`src/rtl/chip8_keypad_pkg.sv`:
```
`default_nettype none
// +----------------------------------------------------------------------------+
// | chip8_keypad_pkg                                                           |
// | Shared keypad constants, key vector type and priority-encode helper.       |
// | Revision: 1.0                                                              |
// +----------------------------------------------------------------------------+
package chip8_keypad_pkg;

  localparam int NUM_COLS = 4;
  localparam int NUM_ROWS = 4;

  typedef logic [15:0] key_vec_t;

  // Entry r*4+c is the CHIP-8 value of the key at row r, column c.
  localparam logic [15:0][3:0] KEY_MAP = {
    4'hF, 4'hB, 4'h0, 4'hA,
    4'hE, 4'h9, 4'h8, 4'h7,
    4'hD, 4'h6, 4'h5, 4'h4,
    4'hC, 4'h3, 4'h2, 4'h1
  };

  function automatic logic [3:0] lowest_set(input key_vec_t v);
    logic [3:0] idx;
    idx = '0;
    for (int i = 15; i >= 0; i--) begin
      if (v[i]) idx = 4'(i);
    end
    return idx;
  endfunction

endpackage
`default_nettype wire

```
`src/rtl/chip8_keypad_sync.sv`:
```
`default_nettype none
// +----------------------------------------------------------------------------+
// | chip8_keypad_sync                                                          |
// | Two-flop synchroniser for the asynchronous active-low row inputs.          |
// | Revision: 1.0                                                              |
// +----------------------------------------------------------------------------+
module chip8_keypad_sync
  import chip8_keypad_pkg::*;
(
  input  logic                clk,
  input  logic                reset,
  input  logic [NUM_ROWS-1:0] row_i,
  output logic [NUM_ROWS-1:0] row_o
);

  logic [NUM_ROWS-1:0] meta_q;
  logic [NUM_ROWS-1:0] sync_q;

  // Reset to all-ones: the idle level of the pulled-up rows.
  always_ff @(posedge clk) begin
    if (reset) begin
      meta_q <= '1;
      sync_q <= '1;
    end else begin
      meta_q <= row_i;
      sync_q <= meta_q;
    end
  end

  assign row_o = sync_q;

endmodule
`default_nettype wire

```
`src/rtl/chip8_keypad.sv`:
```
`default_nettype none
// +----------------------------------------------------------------------------+
// | chip8_keypad                                                               |
// | 4x4 matrix scanner with debounce; optional new-key event output built      |
// | when CHIP8_KEYPAD_EVENT_EN is defined.                                     |
// | Revision: 1.0                                                              |
// +----------------------------------------------------------------------------+
module chip8_keypad
  import chip8_keypad_pkg::*;
#(
  parameter int SCAN_DIV       = 50_000,
  parameter int DEBOUNCE_SCANS = 4
) (
  input  logic                clk,
  input  logic                reset,
  output logic [NUM_COLS-1:0] col_out,
  input  logic [NUM_ROWS-1:0] row_in,
  output key_vec_t            keys,
  output logic                key_event,
  output logic [3:0]          key_code
);

  localparam int DIV_W = $clog2(SCAN_DIV);
  localparam int STB_W = $clog2(DEBOUNCE_SCANS + 1);
  localparam logic [DIV_W-1:0] DIV_LAST = DIV_W'(SCAN_DIV - 1);
  localparam logic [STB_W-1:0] STB_MAX  = STB_W'(DEBOUNCE_SCANS);

  logic [NUM_ROWS-1:0] rows_s;
  logic [1:0]          col_q;
  logic [DIV_W-1:0]    div_q;
  logic [STB_W-1:0]    stable_q;
  logic [STB_W-1:0]    stable_inc;
  key_vec_t            raw_q;
  key_vec_t            raw_d;
  key_vec_t            scan_d;
  key_vec_t            cand_q;
  key_vec_t            keys_q;
  logic                sample;
  logic                scan_end;
  logic                keys_load;

  chip8_keypad_sync u_sync (
    .clk   (clk),
    .reset (reset),
    .row_i (row_in),
    .row_o (rows_s)
  );

  // raw_d folds the current column's sample into the physical-order image so
  // the column-3 sample takes part in the end-of-scan compare on the same edge.
  always_comb begin
    raw_d = raw_q;
    for (int r = 0; r < NUM_ROWS; r++) begin
      for (int c = 0; c < NUM_COLS; c++) begin
        if (2'(c) == col_q) raw_d[r*NUM_COLS + c] = ~rows_s[r];
      end
    end
    scan_d = '0;
    for (int p = 0; p < 16; p++) begin
      scan_d[KEY_MAP[p]] = raw_d[p];
    end
  end

  assign sample     = (div_q == DIV_LAST);
  assign scan_end   = sample && (col_q == 2'd3);
  assign stable_inc = stable_q + STB_W'(1);
  assign keys_load  = scan_end && (scan_d == cand_q) && (stable_q < STB_MAX)
                      && (stable_inc == STB_MAX);

  always_ff @(posedge clk) begin
    if (reset) begin
      col_q    <= '0;
      div_q    <= '0;
      raw_q    <= '0;
      cand_q   <= '0;
      stable_q <= '0;
      keys_q   <= '0;
    end else begin
      if (sample) begin
        div_q <= '0;
        col_q <= col_q + 2'd1;
        raw_q <= raw_d;
      end else begin
        div_q <= div_q + DIV_W'(1);
      end
      if (scan_end) begin
        if (scan_d != cand_q) begin
          cand_q   <= scan_d;
          stable_q <= STB_W'(1);
        end else if (stable_q < STB_MAX) begin
          stable_q <= stable_inc;
        end
      end
      if (keys_load) keys_q <= scan_d;
    end
  end

  assign col_out = ~(4'b0001 << col_q);
  assign keys    = keys_q;

`ifdef CHIP8_KEYPAD_EVENT_EN
  key_vec_t   new_set;
  logic       event_q;
  logic [3:0] code_q;

  assign new_set = scan_d & ~keys_q;

  always_ff @(posedge clk) begin
    if (reset) begin
      event_q <= 1'b0;
      code_q  <= 4'h0;
    end else begin
      event_q <= keys_load && (|new_set);
      if (keys_load && (|new_set)) code_q <= lowest_set(new_set);
    end
  end

  assign key_event = event_q;
  assign key_code  = code_q;
`else
  assign key_event = 1'b0;
  assign key_code  = 4'h0;
`endif

endmodule
`default_nettype wire
```
`config.mk`:
```
export PLATFORM = sky130hd
export DESIGN_NAME = chip8_keypad
export DESIGN_NICKNAME = d
export VERILOG_FILES = /design/src/rtl/chip8_keypad_pkg.sv /design/src/rtl/chip8_keypad_sync.sv /design/src/rtl/chip8_keypad.sv
export SDC_FILE = /design/constraint.sdc
export NUM_CORES = 1
export LEC_CHECK = 0
export ABC_AREA = 1
export CORE_ASPECT_RATIO = 0.6
export CORE_UTILIZATION = 55
export CTS_CLUSTER_DIAMETER = 60
export DETAILED_ROUTE_END_ITERATION = 10
export HOLD_SLACK_MARGIN = 0.1
export PLACE_DENSITY_LB_ADDON = 0.12
export SLEW_MARGIN = 5
export SYNTH_ARGS = -nofsm -noshare
export SYNTH_HDL_FRONTEND = slang
export SYNTH_HIERARCHICAL = 1
export SYNTH_SLANG_ARGS = --single-unit
export TNS_END_PERCENT = 1
```
`constraint.sdc`:
```
create_clock -name clk -period 2.9 [get_ports clk]
set_clock_uncertainty 0.05 [all_clocks]
set_input_delay 0.58 -clock clk [delete_from_list [all_inputs] [get_ports clk]]
set_output_delay 0.58 -clock clk [all_outputs]
set_load 0.005 [all_outputs]
```
==> results.txt <==
----------------------------------------------------
[GRT]
  First-pass GRT wire length ... roughly 14000 um
  Initial antenna violation count ... 0
  Largest net degree at the start of global routing ... 49
  All-layer global routing usage ... 26.5%
  Met2 capacity usage during global routing ... between 40% and 50%
  M1 GR Usage ... between 30 and 40%
  Overflow left after global routing ... 0
  Most used routing layer in global routing ... met2
  Met3 usage in global routing ... between 7 and 8%
  Vias in the first global route ... ~3300

[Power]
  Switching share of power ... 19.8%
  Internal power ... 0.00192 W
  Leak ... between 2 and 2.5 nW
  Clock share of power ... 52.8%
  Power after layout ... around 0.0024 W
  Maximum vdd drop ... about 0.6 mV
  Share of total power in combinational logic ... 2.4%
  Power share of the sequential group ... roughly 45%
  Power per standard cell area ... around 550 nW/um^2
  NetSw ... 0.000476 W

[Routing]
  Routed Wire Length ... about 8400 um
  Average via count per standard cell ... 4.99
  Count of TritonRoute iterations in the first routing pass ... 4
  Number of vias after detailed routing ... roughly 3400
  Antenna Violating Nets Remaining ... 0
  DRC violation count after routing ... 0
  Starting DRT DRC Count ... between 200 and 250
  Routed len/inst ... between 10 and 15 um

[Logic synthesis]
  Multiplexer fraction of the synthesized cell area ... 0%
  Most numerous cell types in the synthesized netlist ... sky130_fd_sc_hd__nand2_1 (171), sky130_fd_sc_hd__nor2_1 (96), sky130_fd_sc_hd__inv_1 (88)
  Main combinational cell family by area after synthesis ... simple AND/OR/NAND/NOR gates
  Number of distinct library cells after synthesis ... 31
  Average cell area after synthesis ... 6.54 sq um
  Total standard cell area after synthesis ... between 3000 and 4000 sq um
  Leading post-synthesis cells by cell area ... sky130_fd_sc_hd__dfxtp_1 (41%), sky130_fd_sc_hd__nand2_1 (17%), sky130_fd_sc_hd__nor2_1 (9.6%)
  Sequential share of the synthesized area ... between 40% and 50%
  Gate count of the mapped netlist ... roughly 580
  Library cell occupying the most area in the post-synthesis netlist ... sky130_fd_sc_hd__dfxtp_1
  Most used standard cell by instance count after synthesis ... sky130_fd_sc_hd__nand2_1
  EDFF count, synth ... 0
  Leading register cell type out of synthesis ... sky130_fd_sc_hd__dfxtp_1
  Post-synthesis compound-gate area fraction ... under 10%
  Fraction of the mapped netlist area in adder cells ... 2.33%
  Flip-flop and latch count after synthesis ... 77
  Share of Yosys cell area claimed by the top area cell type ... between 40% and 50%
  XOR/XNOR share of the synthesized area ... approximately 1.4%
  Number of synthesis warnings ... 6
  Synthesized-area fraction occupied by and/or/nand/nor cells ... 35.3%
  Async S/R FF share, synth ... 0%

[Placement]
  Final weighted congestion of routability-driven global placement ... approximately 0.79
  Port buffer count ... 25
  Placed insts ... ~670
  Detailed-placement wirelength estimate ... about 5800 um

[Worst setup path]
  Reg2reg path depth ... 12
  Cell type of the slowest stage on the worst timing path ... sky130_fd_sc_hd__nand4_2
  Type of element capturing the critical path ... flop
  Kind of start point of the critical path ... flop
  Type of the worst setup path ... reg -> reg
  Reg-to-reg critical path endpoint ... keys[12]
  Critical path data arrival time ... roughly 2.8 ns
  Cell family with the largest share of critical-path delay ... simple AND/OR/NAND/NOR gates
  Peak fanout along the critical path ... 16
  Biggest cell delay along the critical path ... about 0.4 ns
  Worst reg2reg path startpoint ... col_q[0]
  Register-to-register path setup slack ... 0.23 ns
  Critical-path cell list ... inv_1 > ha_1 > o21ai_1 > inv_2 > nand2_1 > nand2_1 > nor2_1 > nand2_1 > nor2_4 > nand4_2 > nor2_1 > nor2_1
  Number of buffers and inverters on the critical path ... 2
  Required time at the endpoint of the critical path ... slightly above 3 ns

[Finish]
  Filler Cell Count ... approximately 560
  Utilization after layout ... 68.5%
  Diodes inserted ... 0
  Ratio of cells with drive above 1 in the final layout ... around 5.6%
  Final nets ... 610
  Synth-to-Final Area Change ... 15.9%
  Final instance count without filler cells ... slightly below 700

[Min path]
  End point of the worst hold path ... u_sync/row_o[0]
  Worst hold start ... u_sync/meta_q[0]
  Type of the tightest min-delay check ... reg -> reg
  Worst hold path depth ... 2

[Clock tree]
  Max clock buf depth ... 2
  Clock tree from TritonCTS ... yes
  Level count of the clock H-tree ... 3
  Clock-pin slew reported for the worst setup and hold paths after clock tree synthesis ... roughly 0.06 ns
  Root buffer cell ... sky130_fd_sc_hd__clkbuf_16
  Clock insertion delay at the later pin of the skew report ... ~0.33 ns
  Cts bufs inserted ... 9
  Cells resized by post-CTS repair ... 0
  Clock sink count ... 77

[STA]
  Total count of max-transition violations in the final report ... 0
  Peak clock frequency supported by timing ... between 300 and 400 MHz
  Final setup viols ... 0
  Shortest clock period the worst path allows after layout ... between 2 and 3 ns
  RSZ-0062 raised after global routing ... no
  Ratio of final minimum period to clock period ... a little over 90%
  Endpoints failing hold ... 0
  Worst slack on hold paths ... between 0.3 and 0.4 ns
  Summed negative setup slack over all endpoints ... 0 ns
  Slew @ Worst Pin ... between 0.5 and 0.6 ns
  Relative slew slack ... between 60% and 70%

[Floorplan]
  Total Die Area ... around 7000 sq um
  Initial cell density of the core ... roughly 60%
  Num rows ... 22
  IO Count ... 31
  Vertical die dimension ... 66.0 um
  DIE WIDTH ... roughly 110 um
  Total core area ... roughly 6400 sq um

[Status]
  Run status ... complete, no violations

[Job]
  Maximum capacitance violations ... 0

----------------------------------------------------
[layout by cell type (no fill, tap or decap)]
| master | instances |
|---|---|
| sky130_fd_sc_hd__nand3b_1 | 1 |
| sky130_fd_sc_hd__conb_1 | 5 |
| sky130_fd_sc_hd__nor3b_1 | 3 |
| sky130_fd_sc_hd__inv_2 | 5 |
| sky130_fd_sc_hd__nor2_4 | 2 |
| sky130_fd_sc_hd__nand2_4 | 1 |
| sky130_fd_sc_hd__nor2_1 | 96 |
| sky130_fd_sc_hd__a21oi_1 | 25 |
| sky130_fd_sc_hd__bufinv_16 | 3 |
| sky130_fd_sc_hd__o21ai_1 | 2 |
| sky130_fd_sc_hd__buf_4 | 2 |
| sky130_fd_sc_hd__ha_1 | 7 |
| sky130_fd_sc_hd__nand4_2 | 1 |
| sky130_fd_sc_hd__nor2_2 | 1 |
| sky130_fd_sc_hd__or2_2 | 4 |
| sky130_fd_sc_hd__nor3_1 | 3 |
| sky130_fd_sc_hd__dfxtp_1 | 77 |
| sky130_fd_sc_hd__clkbuf_16 | 9 |
| sky130_fd_sc_hd__inv_1 | 88 |
| sky130_fd_sc_hd__xor2_1 | 4 |
| sky130_fd_sc_hd__clkinv_2 | 3 |
| sky130_fd_sc_hd__nand4_4 | 1 |
| sky130_fd_sc_hd__nand2_2 | 1 |
| sky130_fd_sc_hd__clkinv_1 | 1 |
| sky130_fd_sc_hd__or2_1 | 2 |
| sky130_fd_sc_hd__xnor2_1 | 2 |
| sky130_fd_sc_hd__nand3_1 | 26 |
| sky130_fd_sc_hd__nand2_1 | 171 |
| sky130_fd_sc_hd__a211oi_1 | 2 |
| sky130_fd_sc_hd__nand4_1 | 7 |
| sky130_fd_sc_hd__clkdlybuf4s50_1 | 25 |
| sky130_fd_sc_hd__clkinv_4 | 1 |
| sky130_fd_sc_hd__o21ai_0 | 21 |
[metal layers]
metal | vias to the layer above | wire [um]
met5 | - | 0
met4 | 0 | 70
met3 | 6 | 624
met2 | 99 | 3770
met1 | 1541 | 3940
li1 | 1779 | -
[repair_timing]
action | in CTS | in global routing
hold buffers | 0 | 0
setup endpoints to repair | 0 | 2
buffers inserted | 0 | 0
hold endpoints to repair | 0 | 0
[power groups by stage]
stage               Clock (W)  Combinational, W  Sequential, W
floorplan                   0         0.0000435        0.00109
global placement            0         0.0000557        0.00110
detailed placement          0         0.0000566        0.00110
CTS                   0.00129         0.0000570        0.00107
global route          0.00134         0.0000652        0.00107
finish                0.00127         0.0000581        0.00107
[final cells by class]
class | count | area (sq um) | area share, %
flip-flops and latches | 77 | 1540 | 35.4
clock inverters | 7 | 114 | 2.61
multi-input cells | 388 | 1750 | 40.2
well taps | 84 | 105 | 2.41
repair buffers | 27 | 265 | 6.09
inverters | 94 | 353 | 8.10
clock buffers | 9 | 225 | 5.17
[state kept, by name, summed over array words and instances, names as in the netlist]
register       count
raw_q             16
stable_q           3
col_q              2
u_sync/row_o       4
cand_q            16
u_sync/meta_q      4
div_q             16
keys              16
[per-stage QoR]
step / cell area (sq um) / setup slack [ns]
2_1_floorplan: 3770 / 0.884
3_3_place_gp: 4010 / 0.424
3_5_place_dp: 4010 / 0.329
4_1_cts: 4340 / 0.274
5_1_grt: 4360 / 0.0171
6_report: 4360 / 0.230
[logic make-up (layout without fill, tap and decap cells)]
logic type,count (synthesis),in the layout
XOR/XNOR,6,6
adder cells (fa/ha/maj),7,7
AO/OA/AOI/OAI,50,50
flip-flops,77,77
AND/OR/NAND/NOR,319,320
other,1,5
buffers and inverters,115,137
[worst max-delay path by stage]
| stage | start | end | slack, ns | cells after the start |
|---|---|---|---|---|
| 2_1_floorplan | col_q[0] | cand_q[11] | 0.88 | 15 |
| 3_3_place_gp | col_q[0] | keys[3] | 0.42 | 12 |
| 3_5_place_dp | col_q[0] | keys[15] | 0.33 | 14 |
| 4_1_cts | col_q[0] | keys[15] | 0.27 | 13 |
| 5_1_grt | col_q[0] | keys[1] | 0.02 | 14 |
| 6_report | col_q[0] | keys[12] | 0.23 | 12 |
[worst min-delay path: cells and delay by family (launching register included)]
kind | cells | cell delay (ns)
AND/OR/NAND/NOR | 1 | 0.04
buffers and inverters | 1 | 0.03
flip-flops | 1 | 0.30
Note: power is estimated with default switching activity, not from simulation.
